<file path="src/rtl/btb_update_pkg.sv">
// Shared types for the BTB update queue: one queued update is a {pc, target} pair.
`ifndef ADDR_WIDTH
`define ADDR_WIDTH 26
`endif

package btb_update_pkg;

   localparam int BTB_ADDR_W = `ADDR_WIDTH;

   typedef struct packed {
      logic [BTB_ADDR_W-1:0] pc;
      logic [BTB_ADDR_W-1:0] target;
   } btb_upd_t;

endpackage

</file>
<file path="src/rtl/btb_update_match.sv">
// PC lookup across all queue entries; the entry leaving this cycle is masked out.
module btb_update_match #(
   parameter int DEPTH      = 4,
   parameter int ADDR_WIDTH = 26
) (
   input  logic [DEPTH-1:0]                 valid_i,
   input  logic [DEPTH-1:0][ADDR_WIDTH-1:0] pcs_i,
   input  logic [ADDR_WIDTH-1:0]            lookup_pc_i,
   input  logic [DEPTH-1:0]                 pop_mask_i,
   output logic [DEPTH-1:0]                 hit_vec_o,
   output logic                             hit_o
);

   always_comb begin
      hit_vec_o = '0;
      for (int i = 0; i < DEPTH; i++) begin
         hit_vec_o[i] = valid_i[i] & ~pop_mask_i[i] & (pcs_i[i] == lookup_pc_i);
      end
   end

   assign hit_o = |hit_vec_o;

endmodule

</file>
<file path="src/rtl/btb_update_queue.sv">
// BTB writer: filters resolved branches, coalesces by PC into a small FIFO, and
// drains it to the BTB write port. EX is never stalled; overflow drops are counted.
module btb_update_queue
   import btb_update_pkg::*;
#(
   parameter int ADDR_WIDTH = BTB_ADDR_W,
   parameter int DEPTH      = 4,
   parameter int CNT_WIDTH  = 16
) (
   input  logic                  clk,
   input  logic                  rst,
   input  logic                  i_res_valid,
   input  logic [ADDR_WIDTH-1:0] i_res_pc,
   input  logic [ADDR_WIDTH-1:0] i_res_target,
   input  logic                  i_res_taken,
   input  logic                  i_res_btb_hit,
   input  logic [ADDR_WIDTH-1:0] i_res_pred_tgt,
   input  logic                  i_flush,
   output logic                  o_btb_valid,
   output logic [ADDR_WIDTH-1:0] o_btb_pc,
   output logic [ADDR_WIDTH-1:0] o_btb_target,
   input  logic                  i_btb_ready,
   output logic                  o_full,
   output logic [CNT_WIDTH-1:0]  o_drop_count
);

   localparam int PTR_W = $clog2(DEPTH);
   localparam int CNT_W = $clog2(DEPTH + 1);

   typedef logic [PTR_W-1:0] ptr_t;
   typedef logic [CNT_W-1:0] cnt_t;

   btb_upd_t              entries_q [DEPTH];
   logic [DEPTH-1:0]      valid_q;
   ptr_t                  head_q;
   ptr_t                  tail_q;
   cnt_t                  count_q;
   logic [CNT_WIDTH-1:0]  drop_cnt_q;

   logic                            upd;
   logic                            pop;
   logic                            coalesce;
   logic                            enq;
   logic                            drop;
   logic                            q_full;
   logic [DEPTH-1:0]                pop_mask;
   logic [DEPTH-1:0]                hit_vec;
   logic                            hit;
   logic [DEPTH-1:0][ADDR_WIDTH-1:0] entry_pcs;

   assign upd = i_res_valid & i_res_taken &
                (~i_res_btb_hit | (i_res_pred_tgt != i_res_target));

   assign o_btb_valid  = valid_q[head_q];
   assign o_btb_pc     = entries_q[head_q].pc;
   assign o_btb_target = entries_q[head_q].target;
   assign pop          = o_btb_valid & i_btb_ready;
   assign q_full       = (count_q == cnt_t'(DEPTH));

   always_comb begin
      pop_mask = '0;
      if (pop) pop_mask[head_q] = 1'b1;
      for (int i = 0; i < DEPTH; i++) begin
         entry_pcs[i] = entries_q[i].pc;
      end
   end

   btb_update_match #(
      .DEPTH      (DEPTH),
      .ADDR_WIDTH (ADDR_WIDTH)
   ) u_match (
      .valid_i     (valid_q),
      .pcs_i       (entry_pcs),
      .lookup_pc_i (i_res_pc),
      .pop_mask_i  (pop_mask),
      .hit_vec_o   (hit_vec),
      .hit_o       (hit)
   );

   assign coalesce = upd & hit;
   assign enq      = upd & ~hit & (~q_full | pop);
   assign drop     = upd & ~hit & q_full & ~pop;

   // Pop is applied before enqueue so a full-queue pop+push on the same slot leaves it valid.
   always_ff @(posedge clk) begin
      if (rst) begin
         valid_q    <= '0;
         head_q     <= '0;
         tail_q     <= '0;
         count_q    <= '0;
         drop_cnt_q <= '0;
      end else if (i_flush) begin
         valid_q <= '0;
         head_q  <= '0;
         tail_q  <= '0;
         count_q <= '0;
      end else begin
         if (pop) begin
            valid_q[head_q] <= 1'b0;
            head_q          <= head_q + ptr_t'(1);
         end
         if (coalesce) begin
            for (int i = 0; i < DEPTH; i++) begin
               if (hit_vec[i]) entries_q[i].target <= i_res_target;
            end
         end
         if (enq) begin
            entries_q[tail_q].pc     <= i_res_pc;
            entries_q[tail_q].target <= i_res_target;
            valid_q[tail_q]          <= 1'b1;
            tail_q                   <= tail_q + ptr_t'(1);
         end
         if (enq && !pop) begin
            count_q <= count_q + cnt_t'(1);
         end else if (pop && !enq) begin
            count_q <= count_q - cnt_t'(1);
         end
         if (drop && (drop_cnt_q != '1)) begin
            drop_cnt_q <= drop_cnt_q + 1'b1;
         end
      end
   end

   assign o_full       = q_full;
   assign o_drop_count = drop_cnt_q;

endmodule
</file>
<file path="config.mk">
export PLATFORM = sky130hd
export DESIGN_NAME = btb_update_queue
export DESIGN_NICKNAME = d
export VERILOG_FILES = /design/src/rtl/btb_update_pkg.sv /design/src/rtl/btb_update_match.sv /design/src/rtl/btb_update_queue.sv
export SDC_FILE = /design/constraint.sdc
export NUM_CORES = 1
export LEC_CHECK = 0
export ABC_AREA = 0
export ABC_CLOCK_PERIOD_IN_PS = 5600
export CORE_MARGIN = 4
export CORE_UTILIZATION = 60
export CTS_CLUSTER_DIAMETER = 80
export DETAILED_ROUTE_END_ITERATION = 10
export DONT_BUFFER_PORTS = 1
export HOLD_SLACK_MARGIN = 0.08
export PLACE_DENSITY = 0.85
export RECOVER_POWER = 100
export SETUP_SLACK_MARGIN = 0.3
export SYNTH_ARGS = -nofsm -noshare
export SYNTH_HDL_FRONTEND = slang
export SYNTH_SLANG_ARGS = --single-unit
</file>
<file path="constraint.sdc">
create_clock -name clk -period 5.6 [get_ports clk]
set_input_delay 1.4 -clock clk [delete_from_list [all_inputs] [get_ports clk]]
set_output_delay 1.4 -clock clk [all_outputs]
set_load 0.1 [all_outputs]
</file>
==> run metrics <==
Hold Startpoint count_q[2]; Final Slew Violations 161; FF-to-FF setup slack 980 ps; Root Driver clkbuf_16; worst path arrival time 4700 ps; post-place setup slack 988 ps; Net Count, Synth 742; Pwr per Cell Area 315 nW/um^2; setup TNS 0 ps; post-CTS sizing 0; WHS Endpoint count_q[2]; RSZ-0062 raised after global routing no; CTS Buf Count 25; Distinct cells, synth 37; DRC 0; DRT iter0 DRCs 514; initial core utilization 60.9%; max_slew headroom -28.9%; placed instance area 10800 sq um; area grow syn2layout 9.70%; Mapped Avg Cell Area 16.3 sq um; Die X 140 um; Remaining Overflow, GRT 0; synthesis-stage register bit count 237; largest net degree at the start of global routing 53; CP max stage cell clkbuf_1; antenna violations before repair 0; Post-Synthesis Cells 646; Final GP Congestion 0.868; CP Class flop to flop; Post-synth EDFFs 208; status finished with violations; post-layout minimum cycle time 4620 ps; Post-DRT Antenna Nets 0; critical path required time 5680 ps; most instantiated cells after synthesis edfxtp_1, xor2_1, mux4_2; CP max stage delay 1350 ps; Synth Flop Type edfxtp_1; H-tree levels 1; Avg WL per Cell 25.2 um; hold path cells 2; Pleak 3.62 nW; Max Clock Skew 17.0 ps; Startpoint Class flop; n_diodes 0; most numerous cell in the Yosys netlist edfxtp_1; PortBufs 0; worst r2r src head_q[0]; final WL 22.7 mm; Syn. warnings 0; GRT Total Usage 22.9%; maximum fanout along the worst path 33; clock sink total 237; Setup crit end kind flop; final hold viol count 0; vias in the first global route 6094; I/O pins 155; R2R cell count 9; Pre-antenna DRT Iters 5; Nets 759; CTS tree done; asr flop ratio synth 0%; final period utilization 82.5%; Final Worst Setup Slack 980 ps; Die Y 140 um; violated checks max-capacitance violations, max-slew violations; worst-margin pin slew 1930 ps; Seq/Total Area, Yosys 65.0%; first-pass GRT wire length 35.0 mm; clock latency on the worst-skew pair 500 ps; Peak VDD IR 0.000265 V; top cell type's share of synthesized area 59.5%; postcts setup bufs 0; Post-Syn Area 10500 sq um; Final HPWL DP 15.7 mm; cells along the critical path mux4_2 -> nand3_1 -> nand2_1 -> or4_1 -> or4b_1 -> buf_4 -> or2_0 -> nor2_2 -> clkbuf_1; Vias/cell 6.39; final setup fails 0; vias 5765; synth top area cells edfxtp_1, mux4_2, xor2_1, dfxtp_1, xnor2_1; crit path from head_q[0]; Final Cell Area 11500 sq um; share of layout cells above drive strength 1 14.9%; # fillers 1135; Clock Tree Buf Depth 3; hold crit path type flop to flop; leading area contributor after synthesis edfxtp_1; core area 17200 sq um; reg2reg end entries_q[3][47]; # rows 48; Max Clock Freq 216 MHz; hold buffers post-CTS 0; Fin Hold WS 511 ps; Max Cap Violations 5; Clock Pin Slew Worst Setup and Hold Paths 50 ps; die area 19700 sq um
-- state kept, by name (all words and copies together), names as in the netlist, named ones only --
signal	count
valid_q	4
o_drop_count	16
tail_q	2
head_q	2
count_q	3
entries_q	208
-- worst max-delay path by stage --
stage	cells past startpoint	slack (ps)	end
2_1_floorplan	8	380	entries_q[0][0]
3_3_place_gp	14	1140	count_q[2]
3_5_place_dp	14	990	count_q[2]
4_1_cts	14	1470	count_q[2]
5_1_grt	9	700	entries_q[3][22]
6_report	9	980	entries_q[3][47]
-- placed cells by master (no fill, tap or decap), types with 8 or more instances in the layout --
| master | n |
|---|---|
| o31ai_1 | 9 |
| a21oi_1 | 14 |
| ha_1 | 10 |
| nand3_1 | 19 |
| nor2_1 | 18 |
| dfxtp_1 | 27 |
| xor2_1 | 104 |
| clkbuf_16 | 25 |
| clkbuf_1 | 10 |
| nand4_1 | 12 |
| or4_1 | 11 |
| nand2_1 | 24 |
| edfxtp_1 | 208 |
| inv_1 | 8 |
| nor4_1 | 26 |
| mux4_2 | 53 |
| xnor2_1 | 29 |
-- worst max-delay path: cells and delay by family (launching register included) --
kind	cells	cell delay (ps)
and+or+nand+nor	6	1470
muxes	1	770
buffers and inverters	2	1600
DFF	1	350
-- metrics by stage --
step	cells	utilization, %	power [mW]
after floorplan	646	-	2.12
after global placement	861	62.8	2.15
after detailed placement	861	62.8	2.15
after CTS	902	67.2	3.66
after global routing	902	66.8	3.75
final	902	66.8	3.63
-- final cells by class --
type | count | area (sq um) | area share (%)
multi-input combinational | 379 | 3550 | 30.8
clock inverter | 12 | 105 | 0.912
timing repair buffer | 12 | 87.6 | 0.760
inverter | 8 | 30.0 | 0.261
tap | 225 | 282 | 2.44
clock buffer | 29 | 641 | 5.56
sequential | 237 | 6830 | 59.3
-- cells by family after synthesis --
family                     after synthesis  share of synthesized area [%]
AOI/OAI and AO/OA                       39                           2.31
xor gates and xnor gates               133                           11.1
adders and majority gates               11                           1.38
buffers and inverters                   30                           1.18
DFF                                    237                           65.0
muxes                                   59                           12.0
and+or+nand+nor                        137                           7.06
-- metal layers --
layer / GRT usage, % / up-vias / part of all wire, %
met5: 0 / - / 0
met4: 6.02 / 0 / 2.6
met3: 6.08 / 47 / 8.3
met2: 37.4 / 239 / 50
met1: 31.0 / 2933 / 39
li1: - / 2546 / -
-- power breakdown --
group / leakage (nW) / switching [mW] / total (mW) / internal (mW)
Sequential: 2.11 / 0.00831 / 1.94 / 1.93
Combinational: 1.14 / 0.124 / 0.178 / 0.0540
Clock: 0.371 / 0.612 / 1.51 / 0.900
Total: 3.62 / 0.744 / 3.63 / 2.89
(Power assumes the default switching activity.)
